`src/rtl/stopwatch_pkg.sv`:
```
// -----------------------------------------------------------------------------
// stopwatch_pkg
// Shared constants and helpers for the stopwatch time base.
//   DIGIT_W       : width of one BCD digit (4 bits)
//   MM_SS_MODULI  : default packed moduli, mod 10, 6, 10, 6 (mm:ss), digit 0 in [3:0]
//   modulus_of()  : extracts the modulus field of digit idx from a packed vector
// -----------------------------------------------------------------------------
package stopwatch_pkg;

    localparam int          DIGIT_W      = 4;
    localparam logic [15:0] MM_SS_MODULI = 16'h6A6A;

    // Field idx of a packed moduli vector (up to 8 digits, zero-extended by caller).
    function automatic logic [3:0] modulus_of(input logic [31:0] moduli, input int idx);
        return moduli[4*idx +: 4];
    endfunction

endpackage

```
`src/rtl/modn_digit.sv`:
```
// -----------------------------------------------------------------------------
// modn_digit
// One modulo-MODULUS digit register of the cascade.
// Optional feature macro: MODN_DOWN_EN (enables down counting; otherwise up_i
// is ignored and the digit counts up only).
// Ports:
//   clk_i        rising-edge clock
//   reset_i      synchronous active-high reset, clears the digit
//   step_i       advance this digit by one (ripple enable from lower digits)
//   up_i         1 = count up, 0 = count down (MODN_DOWN_EN builds only)
//   load_i       parallel load strobe, overrides step_i
//   load_val_i   value to load; out-of-range values load 0
//   value_o      current digit value (registered)
//   terminal_o   digit sits at its terminal value for the current direction
//   range_err_o  load_val_i is >= MODULUS (combinational)
// -----------------------------------------------------------------------------
module modn_digit
    import stopwatch_pkg::*;
#(
    parameter logic [3:0] MODULUS = 4'd10
) (
    input  logic         clk_i,
    input  logic         reset_i,
    input  logic         step_i,
    input  logic         up_i,
    input  logic         load_i,
    input  logic [3:0]   load_val_i,
    output logic [3:0]   value_o,
    output logic         terminal_o,
    output logic         range_err_o
);

    localparam logic [3:0] MAX_VAL = MODULUS - 4'd1;

    logic [3:0] value_q;
    logic [3:0] value_d;
    logic       up_s;

`ifdef MODN_DOWN_EN
    assign up_s = up_i;
`else
    // Up-only build: direction input is tied off and never used.
    logic unused_up_s;
    assign unused_up_s = up_i;
    assign up_s        = 1'b1;
`endif

    assign range_err_o = (load_val_i >= MODULUS);
    assign value_o     = value_q;

`ifdef MODN_DOWN_EN
    assign terminal_o = up_s ? (value_q == MAX_VAL) : (value_q == 4'd0);
`else
    assign terminal_o = (value_q == MAX_VAL);
`endif

    // Next-state: load beats step; step wraps at the terminal value.
    always_comb begin
        value_d = value_q;
        if (load_i) begin
            value_d = range_err_o ? 4'd0 : load_val_i;
        end else if (step_i) begin
            if (up_s) begin
                value_d = (value_q == MAX_VAL) ? 4'd0 : (value_q + 4'd1);
            end else begin
`ifdef MODN_DOWN_EN
                value_d = (value_q == 4'd0) ? MAX_VAL : (value_q - 4'd1);
`else
                value_d = value_q;
`endif
            end
        end else begin
            value_d = value_q;
        end
    end

    // Digit register with synchronous reset.
    always_ff @(posedge clk_i) begin
        if (reset_i) begin
            value_q <= 4'd0;
        end else begin
            value_q <= value_d;
        end
    end

endmodule

```
`src/rtl/modn_cascade.sv`:
```
// -----------------------------------------------------------------------------
// modn_cascade
// Chain of DIGITS modulo-N digit counters forming the stopwatch time base.
// Optional feature macro: MODN_DOWN_EN (up/down counting; default up only).
// Parameters:
//   DIGITS   number of cascaded digits (1..8)
//   MODULI   packed per-digit moduli, 4 bits each, digit 0 in [3:0], each 2..10
// Ports:
//   clk_i        rising-edge clock
//   reset_i      synchronous active-high reset, clears all state
//   enable_i     count tick
//   up_i         1 = count up, 0 = count down
//   load_i       parallel load strobe (beats enable_i)
//   load_val_i   BCD load value, digit 0 in [3:0]
//   q_o          current digit values (registered)
//   tc_o         enable_i AND every digit terminal (combinational, for next stage)
//   overflow_o   sticky chain-wrap flag, cleared by reset or load
//   load_err_o   one-cycle pulse after a load with any out-of-range field
// -----------------------------------------------------------------------------
module modn_cascade
    import stopwatch_pkg::*;
#(
    parameter int                  DIGITS = 4,
    parameter logic [4*DIGITS-1:0] MODULI = MM_SS_MODULI
) (
    input  logic                  clk_i,
    input  logic                  reset_i,
    input  logic                  enable_i,
    input  logic                  up_i,
    input  logic                  load_i,
    input  logic [4*DIGITS-1:0]   load_val_i,
    output logic [4*DIGITS-1:0]   q_o,
    output logic                  tc_o,
    output logic                  overflow_o,
    output logic                  load_err_o
);

    // carry_s[i] is the step enable of digit i: enable AND all lower digits terminal.
    logic [DIGITS:0]   carry_s;
    logic [DIGITS-1:0] terminal_s;
    logic [DIGITS-1:0] range_err_s;

    logic overflow_q;
    logic overflow_d;
    logic load_err_q;
    logic load_err_d;

    assign carry_s[0] = enable_i;

    for (genvar i = 0; i < DIGITS; i++) begin : g_digit
        modn_digit #(
            .MODULUS (modulus_of(32'(MODULI), i))
        ) u_digit (
            .clk_i       (clk_i),
            .reset_i     (reset_i),
            .step_i      (carry_s[i]),
            .up_i        (up_i),
            .load_i      (load_i),
            .load_val_i  (load_val_i[4*i +: 4]),
            .value_o     (q_o[4*i +: 4]),
            .terminal_o  (terminal_s[i]),
            .range_err_o (range_err_s[i])
        );
        assign carry_s[i+1] = carry_s[i] & terminal_s[i];
    end

    // Whole chain terminal and enabled: the edge that wraps every digit.
    assign tc_o       = carry_s[DIGITS];
    assign overflow_o = overflow_q;
    assign load_err_o = load_err_q;

    // Flag next-state: load clears overflow and reports range errors; tc sets overflow.
    always_comb begin
        overflow_d = overflow_q;
        load_err_d = 1'b0;
        if (load_i) begin
            overflow_d = 1'b0;
            load_err_d = |range_err_s;
        end else if (tc_o) begin
            overflow_d = 1'b1;
        end else begin
            overflow_d = overflow_q;
        end
    end

    // Flag registers with synchronous reset.
    always_ff @(posedge clk_i) begin
        if (reset_i) begin
            overflow_q <= 1'b0;
            load_err_q <= 1'b0;
        end else begin
            overflow_q <= overflow_d;
            load_err_q <= load_err_d;
        end
    end

endmodule

```
`config.mk`:
```
export PLATFORM = sky130hd
export DESIGN_NAME = modn_cascade
export DESIGN_NICKNAME = d
export VERILOG_FILES = /design/src/rtl/stopwatch_pkg.sv /design/src/rtl/modn_digit.sv /design/src/rtl/modn_cascade.sv
export SDC_FILE = /design/constraint.sdc
export NUM_CORES = 1
export LEC_CHECK = 0
export CORE_MARGIN = 10
export CORE_UTILIZATION = 40
export DETAILED_ROUTE_END_ITERATION = 8
export PLACE_DENSITY_LB_ADDON = 0.05
export RECOVER_POWER = 100
export SLEW_MARGIN = 40
export SYNTH_ARGS = -nofsm -noshare
export SYNTH_HDL_FRONTEND = slang
export SYNTH_SLANG_ARGS = --single-unit
```
`constraint.sdc`:
```
create_clock -name clk_i -period 2.7 [get_ports clk_i]
set_input_delay 0.405 -clock clk_i [delete_from_list [all_inputs] [get_ports clk_i]]
set_output_delay 0.405 -clock clk_i [all_outputs]
set_load 0.02 [all_outputs]
```
==> results.sh, run 1 <==
export IMPL_outcome="finished clean"
export IMPL_floorplan_initialDensity_pct=43.2
export IMPL_timing_rr_end="g_digit[2].u_digit.value_o[3]$_SDFFE_PP0P_"
export IMPL_worst_setup_path_start_kind="input pin"
export IMPL_detail_route_vias_per_cell=5.63
export IMPL_timing_rr_start="g_digit[0].u_digit.value_o[1]$_SDFFE_PP0P_"
export IMPL_clockBufferDepth=2
export IMPL_overflow=0
export IMPL_grt_start_max_net_pins=18
export IMPL_cts_sinks=18
export IMPL_total_buffers_and_inverters_traversed_by_the_critical_path=2
export IMPL_area_growth_pct=42.5
export IMPL_place_hpwl_mm=2.54
export IMPL_grt_first_pass_wirelength_mm=5.38
export IMPL_drv_slew=0
export IMPL_yosysWarnings=0
export IMPL_wire_length_after_detailed_routing_mm=3.21
export IMPL_design_portCount=40
export IMPL_port_buffers=38
export IMPL_final_hold_viol_count=0
export IMPL_routability_cong=0.772
export IMPL_post_cts_setup_buffers=0
export IMPL_remaining_drc_errors=0
export IMPL_cp_data_required_time_ns=2.30
export IMPL_fp_coreArea_mm2=0.00254
export IMPL_layout_filler_cells=245
export IMPL_initial_drt_pass_iterations=4
export IMPL_critPathTopFamily="buffers and inverters"
export IMPL_critPathLaunch="enable_i"
export IMPL_fin_total_pwr_uw=616
export IMPL_max_stage_delay_ns=0.55
export IMPL_timing_final_crit_share_pct=90.1
export IMPL_tns_ns=0
export IMPL_maxCapViolCount=0
export IMPL_hold_path_start="overflow_o$_SDFFE_PP0P_"
export IMPL_row_count=18
export IMPL_grt_pass1_vias=1130
export IMPL_antenna_found_initial=0
export IMPL_multiInputGateArea_um2=692
export IMPL_peak_freq_mhz=411
export IMPL_max_slew_margin_rel_pct=67.4
export IMPL_track_usage_pct=12.4
export IMPL_height_of_the_die_um=72.4
export IMPL_mean_routed_wirelength_per_cell_um=15.3
export IMPL_cts_hold_fix_buffers=0
export IMPL_ctsRootBufferMaster="clkbuf_4"
export IMPL_post_cts_resized=1
export IMPL_timing_hold_worst_endpoint="overflow_o$_SDFFE_PP0P_"
export IMPL_dieArea_mm2=0.00524
export IMPL_route_vias_total=1176
export IMPL_mostFrequentLayoutCell="dlygate4sd3_1"
export IMPL_number_of_clock_buffers_inserted_by_tritoncts=3
export IMPL_path_cells="dlygate4sd3_1 > and3_1 > nand4_4 > nor4_1 > dlygate4sd2_1"
export IMPL_setup_worst_path_class="input pin to output pin"
export IMPL_diodes=0
export IMPL_slack_of_the_worst_reg_to_reg_path_ns=0.88
export IMPL_clock_latency_ns=0.30
export IMPL_yosys_cell_types_count=42
export IMPL_cp_max_fo=2
export IMPL_cts_tree="built"
export IMPL_hold_ws_ns=0.486
export IMPL_final_nets=201
export IMPL_syn_mean_instance_area_um2=8.08
export IMPL_rsz_0062_raised_after_global_routing="false"
export IMPL_most_common_layout_cells="20 x dlygate4sd3_1, 18 x dfxtp_1, 17 x clkdlybuf4s50_1"
export IMPL_fin_crit_ns=2.43
export IMPL_post_route_cells_drive_above_1_share_pct=8.38
export IMPL_max_vdd_ir_drop_uv=336
export IMPL_cts_max_level=1
export IMPL_hold_path_class="flop to flop"
export IMPL_power_density_mw_per_mm2=393
export IMPL_finish_utilization_pct=61.5
export IMPL_detailedRoute_firstIterationViolations=71
export IMPL_postSynthRegisterBits=18
export IMPL_fin_worst_skew_ns=0.00151
export IMPL_syn_instance_count=136
export IMPL_antenna_left=0
export IMPL_final_seq_area_um2=360
export IMPL_min_delay_path_depth=1
export IMPL_dp_worst_setup_slack_ns=0.00186
export IMPL_leakage_power_summed_over_all_cells_uw=0.000592
export IMPL_synth_nets=157
export IMPL_ff2ff_path_depth=5
export IMPL_timing_worst_slew_pin_value_ns=0.486
export IMPL_worst_path_clk_slew_ns=0.11
export IMPL_ys_seq_area_share_pct=32.8
export IMPL_mappedNetlistArea_mm2=0.00110
export IMPL_critical_path_arrival_ns=2.03
export IMPL_die_w_um=72.4
export IMPL_cp_end_kind="output pin"
export IMPL_finalSetupViolCount=0
export IMPL_fin_ws_ns=0.266
export IMPL_crit_slowest_cell="dlygate4sd3_1"
## report_power, final
group / switching (uW) / internal, uW
clock: 93.3 / 82.4
sequential: 19.6 / 279
combinational: 69.0 / 73.1
## worst max-delay path by stage
stage                       to  slack (ns)  cells past startpoint
after detailed placement  tc_o       0.002                      5
after CTS                 tc_o        0.31                      5
after global routing      tc_o        0.15                      5
after global placement    tc_o        0.04                      5
final                     tc_o        0.27                      5
after floorplan           tc_o        0.55                      3
## cells in the mapped netlist (all sizes together)
master,instances,area (um^2)
xnor2,4,35.0
and3,2,12.5
o21ba,1,10.0
a31oi,4,25.0
o21ai,9,45.0
nor2b,1,6.26
clkinv,1,3.75
dfxtp,18,360
o21bai,1,7.51
nor3,3,15.0
nand3b,1,7.51
a221oi,3,26.3
a211oi,4,30.0
nor3b,2,37.5
nand4,3,33.8
nand3,4,20.0
a311oi,1,8.76
or3b,4,35.0
and4bb,1,12.5
o211ai,1,7.51
and4,1,8.76
o31a,2,17.5
and2,1,6.26
or3,2,12.5
xor2,1,8.76
nor4bb,1,10.0
or2,1,6.26
mux2i,3,30.0
nand2,9,33.8
o31ai,1,7.51
a21oi,15,75.1
o41a,1,11.3
a21o,1,7.51
nor2,13,48.8
clkbuf,4,15.0
nand2b,2,12.5
or4,1,7.51
nor4,2,12.5
inv,6,22.5
buf,1,5.00
## cell type report
cell class / instances / area share, %
multi-input cells: 106 / 44.2
repair buffers: 44 / 26.4
flip-flops and latches: 18 / 23.0
inverters: 7 / 1.68
clock buffers: 4 / 2.32
well taps: 30 / 2.40
## stage by stage
stage	instance area (um^2)	cells
2_1_floorplan	1100	136
3_3_place_gp	1540	205
6_report	1570	209
5_1_grt	1570	209
3_5_place_dp	1540	205
4_1_cts	1580	209
## layer usage
metal	up-vias	track usage (%)	wire, um
met1	544	13.6	1310
met4	0	3.38	13
met3	2	5.31	270
met5	-	0	0
met2	35	21.4	1620
li1	595	-	-
## state kept, by name (all words and copies together) (netlist names)
| register | flops |
|---|---|
| overflow_o | 1 |
| g_digit.u_digit.value_o | 16 |
| load_err_o | 1 |
## cells by family (layout without fill, tap and decap cells)
group	after synthesis	count (layout)	synth area share (%)
AOI/OAI and AO/OA	44	44	25.4
DFF	18	18	32.8
and+or+nand+nor	54	54	30.9
buffers and inverters	12	55	4.21
muxes	3	3	2.73
xor gates and xnor gates	5	5	3.99
Note: power is estimated with default switching activity, not from simulation.
==> inputs of run 2 (changes only) <==
--- a/config.mk
+++ b/config.mk
@@ -14,3 +14,4 @@
 export SYNTH_ARGS = -nofsm -noshare
 export SYNTH_HDL_FRONTEND = slang
 export SYNTH_SLANG_ARGS = --single-unit
+export TNS_END_PERCENT = 1
==> constraint.sdc (replaced) <==
create_clock -name clk_i -period 2.9 [get_ports clk_i]
set_input_delay 0.435 -clock clk_i [delete_from_list [all_inputs] [get_ports clk_i]]
set_output_delay 0.435 -clock clk_i [all_outputs]
set_load 0.02 [all_outputs]
==> run 2 against run 1 <==
- sequential share of layout area is 0.37 points higher
- register-to-register slack better by 0.19 ns
- die area stayed put
- critical path depth stayed put
- hold slack better by 0.0048 ns
- largest power group unchanged
==> results.sh, run 2 (synthesized netlist as in run 1, its figures left out) <==
export IMPL_wire_length_after_detailed_routing_mm=3.11
export IMPL_layout_filler_cells=242
export IMPL_setup_worst_path_class="input pin to output pin"
export IMPL_hold_path_class="flop to flop"
export IMPL_cts_hold_fix_buffers=0
export IMPL_tns_ns=0
export IMPL_slack_of_the_worst_reg_to_reg_path_ns=1.07
export IMPL_worst_path_clk_slew_ns=0.11
export IMPL_hold_path_start="overflow_o$_SDFFE_PP0P_"
export IMPL_critical_path_arrival_ns=2.20
export IMPL_clockBufferDepth=2
export IMPL_layout_cells_non_filler=208
export IMPL_height_of_the_die_um=72.4
export IMPL_finalSetupViolCount=0
export IMPL_timing_rr_end="g_digit[2].u_digit.value_o[3]$_SDFFE_PP0P_"
export IMPL_place_hpwl_mm=2.46
export IMPL_cp_common_cell="clkdlybuf4s50_1"
export IMPL_timing_worst_slew_pin_value_ns=0.595
export IMPL_critPathLaunch="enable_i"
export IMPL_timing_final_crit_share_pct=91.0
export IMPL_post_cts_setup_buffers=0
export IMPL_number_of_clock_buffers_inserted_by_tritoncts=3
export IMPL_multiInputGateArea_um2=683
export IMPL_max_vdd_ir_drop_uv=231
export IMPL_overflow=0
export IMPL_row_count=18
export IMPL_final_hold_viol_count=0
export IMPL_cp_end_kind="output pin"
export IMPL_fin_ws_ns=0.261
export IMPL_ff2ff_path_depth=5
export IMPL_port_buffers=38
export IMPL_antenna_found_initial=0
export IMPL_cp_endpoint="tc_o"
export IMPL_fin_worst_skew_ns=0.00782
export IMPL_maxCapViolCount=0
export IMPL_final_nets=201
export IMPL_timing_rr_start="g_digit[0].u_digit.value_o[3]$_SDFFE_PP0P_"
export IMPL_path_cells="clkdlybuf4s50_1 > and3_1 > nand4_1 > nor4_2 > clkdlybuf4s50_1"
export IMPL_worst_setup_path_start_kind="input pin"
export IMPL_design_portCount=40
export IMPL_track_usage_pct=11.8
export IMPL_routability_cong=0.772
export IMPL_largest_reg_flops=16
export IMPL_final_seq_area_um2=360
export IMPL_fp_coreArea_mm2=0.00254
export IMPL_power_density_mw_per_mm2=349
export IMPL_area_growth_pct=40.2
export IMPL_peak_freq_mhz=379
export IMPL_grt_start_max_net_pins=16
export IMPL_die_w_um=72.4
export IMPL_cp_max_fo=2
export IMPL_cts_tree="built"
export IMPL_drv_slew=0
export IMPL_cts_sinks=18
export IMPL_most_common_layout_cells="20 x dlygate4sd3_1, 18 x dfxtp_1, 18 x clkdlybuf4s50_1"
export IMPL_crit_slowest_cell="clkdlybuf4s50_1"
export IMPL_grt_pass1_vias=1115
export IMPL_cts_max_level=1
export IMPL_dp_worst_setup_slack_ns=0.135
export IMPL_dieArea_mm2=0.00524
export IMPL_cp_data_required_time_ns=2.47
export IMPL_diodes=0
export IMPL_initial_drt_pass_iterations=4
export IMPL_post_cts_resized=0
export IMPL_ctsRootBufferMaster="clkbuf_4"
export IMPL_remaining_drc_errors=0
export IMPL_hold_ws_ns=0.491
export IMPL_mostFrequentLayoutCell="dlygate4sd3_1"
export IMPL_leakage_power_summed_over_all_cells_uw=0.000564
export IMPL_route_vias_total=1183
export IMPL_max_stage_delay_ns=0.66
export IMPL_floorplan_initialDensity_pct=43.2
export IMPL_max_slew_margin_rel_pct=60.3
export IMPL_fin_crit_ns=2.64
export IMPL_numPlacedInstances=205
export IMPL_detailedRoute_firstIterationViolations=84
export IMPL_antenna_left=0
export IMPL_clock_latency_ns=0.29
export IMPL_grt_first_pass_wirelength_mm=5.16
export IMPL_outcome="finished clean"
export IMPL_post_route_cells_drive_above_1_share_pct=7.30
export IMPL_mean_routed_wirelength_per_cell_um=15.0
export IMPL_detail_route_vias_per_cell=5.69
export IMPL_rsz_0062_raised_after_global_routing="false"
run 2: cell types whose count changed in the layout (fill, tap and decap cells not counted), sizes merged:
cell,change
buf,-1
dlygate4sd2,-1
clkdlybuf4s50,+1
run 2: worst min path at each step:
stage	cells past startpoint	endpoint	slack (ns)
floorplan	1	g_digit[1].u_digit.value_o[2]$_SDFFE_PP0P_	0.51
global placement	1	overflow_o$_SDFFE_PP0P_	0.47
detailed placement	1	overflow_o$_SDFFE_PP0P_	0.47
CTS	1	overflow_o$_SDFFE_PP0P_	0.50
global route	1	overflow_o$_SDFFE_PP0P_	0.51
finish	1	overflow_o$_SDFFE_PP0P_	0.49
run 2: where the power goes:
part / switching [uW] / internal [uW] / leakage, uW / total (uW)
sequential: 19.4 / 259 / 0.000148 / 279
combinational: 61.0 / 67.1 / 0.000402 / 128
clock: 82.6 / 48.3 / 0.0000138 / 131
run 2: cell type report:
class | instances | share of cell area (%)
clock buffer | 3 | 1.46
inverter | 7 | 1.71
multi-input combinational | 106 | 44.4
sequential | 18 | 23.4
tap | 30 | 2.44
timing repair buffer | 44 | 26.6
run 2: critical path, delay by kind of cell:
family / cells / cell delay, ns
and+or+nand+nor: 3 / 0.62
buffers and inverters: 2 / 1.14
run 2: metal layers:
layer	track usage, %	wire length (um)
met5	0	0
met1	13.7	1380
met4	3.16	9
met2	19.4	1460
met3	4.90	269
run 2: metrics by stage:
step / power, uW / utilization (%) / area (um^2)
2_1_floorplan: 348 / - / 1100
3_3_place_gp: 419 / 60.6 / 1540
3_5_place_dp: 421 / 60.6 / 1540
4_1_cts: 550 / 61.5 / 1560
5_1_grt: 565 / 60.5 / 1540
6_report: 538 / 60.5 / 1540
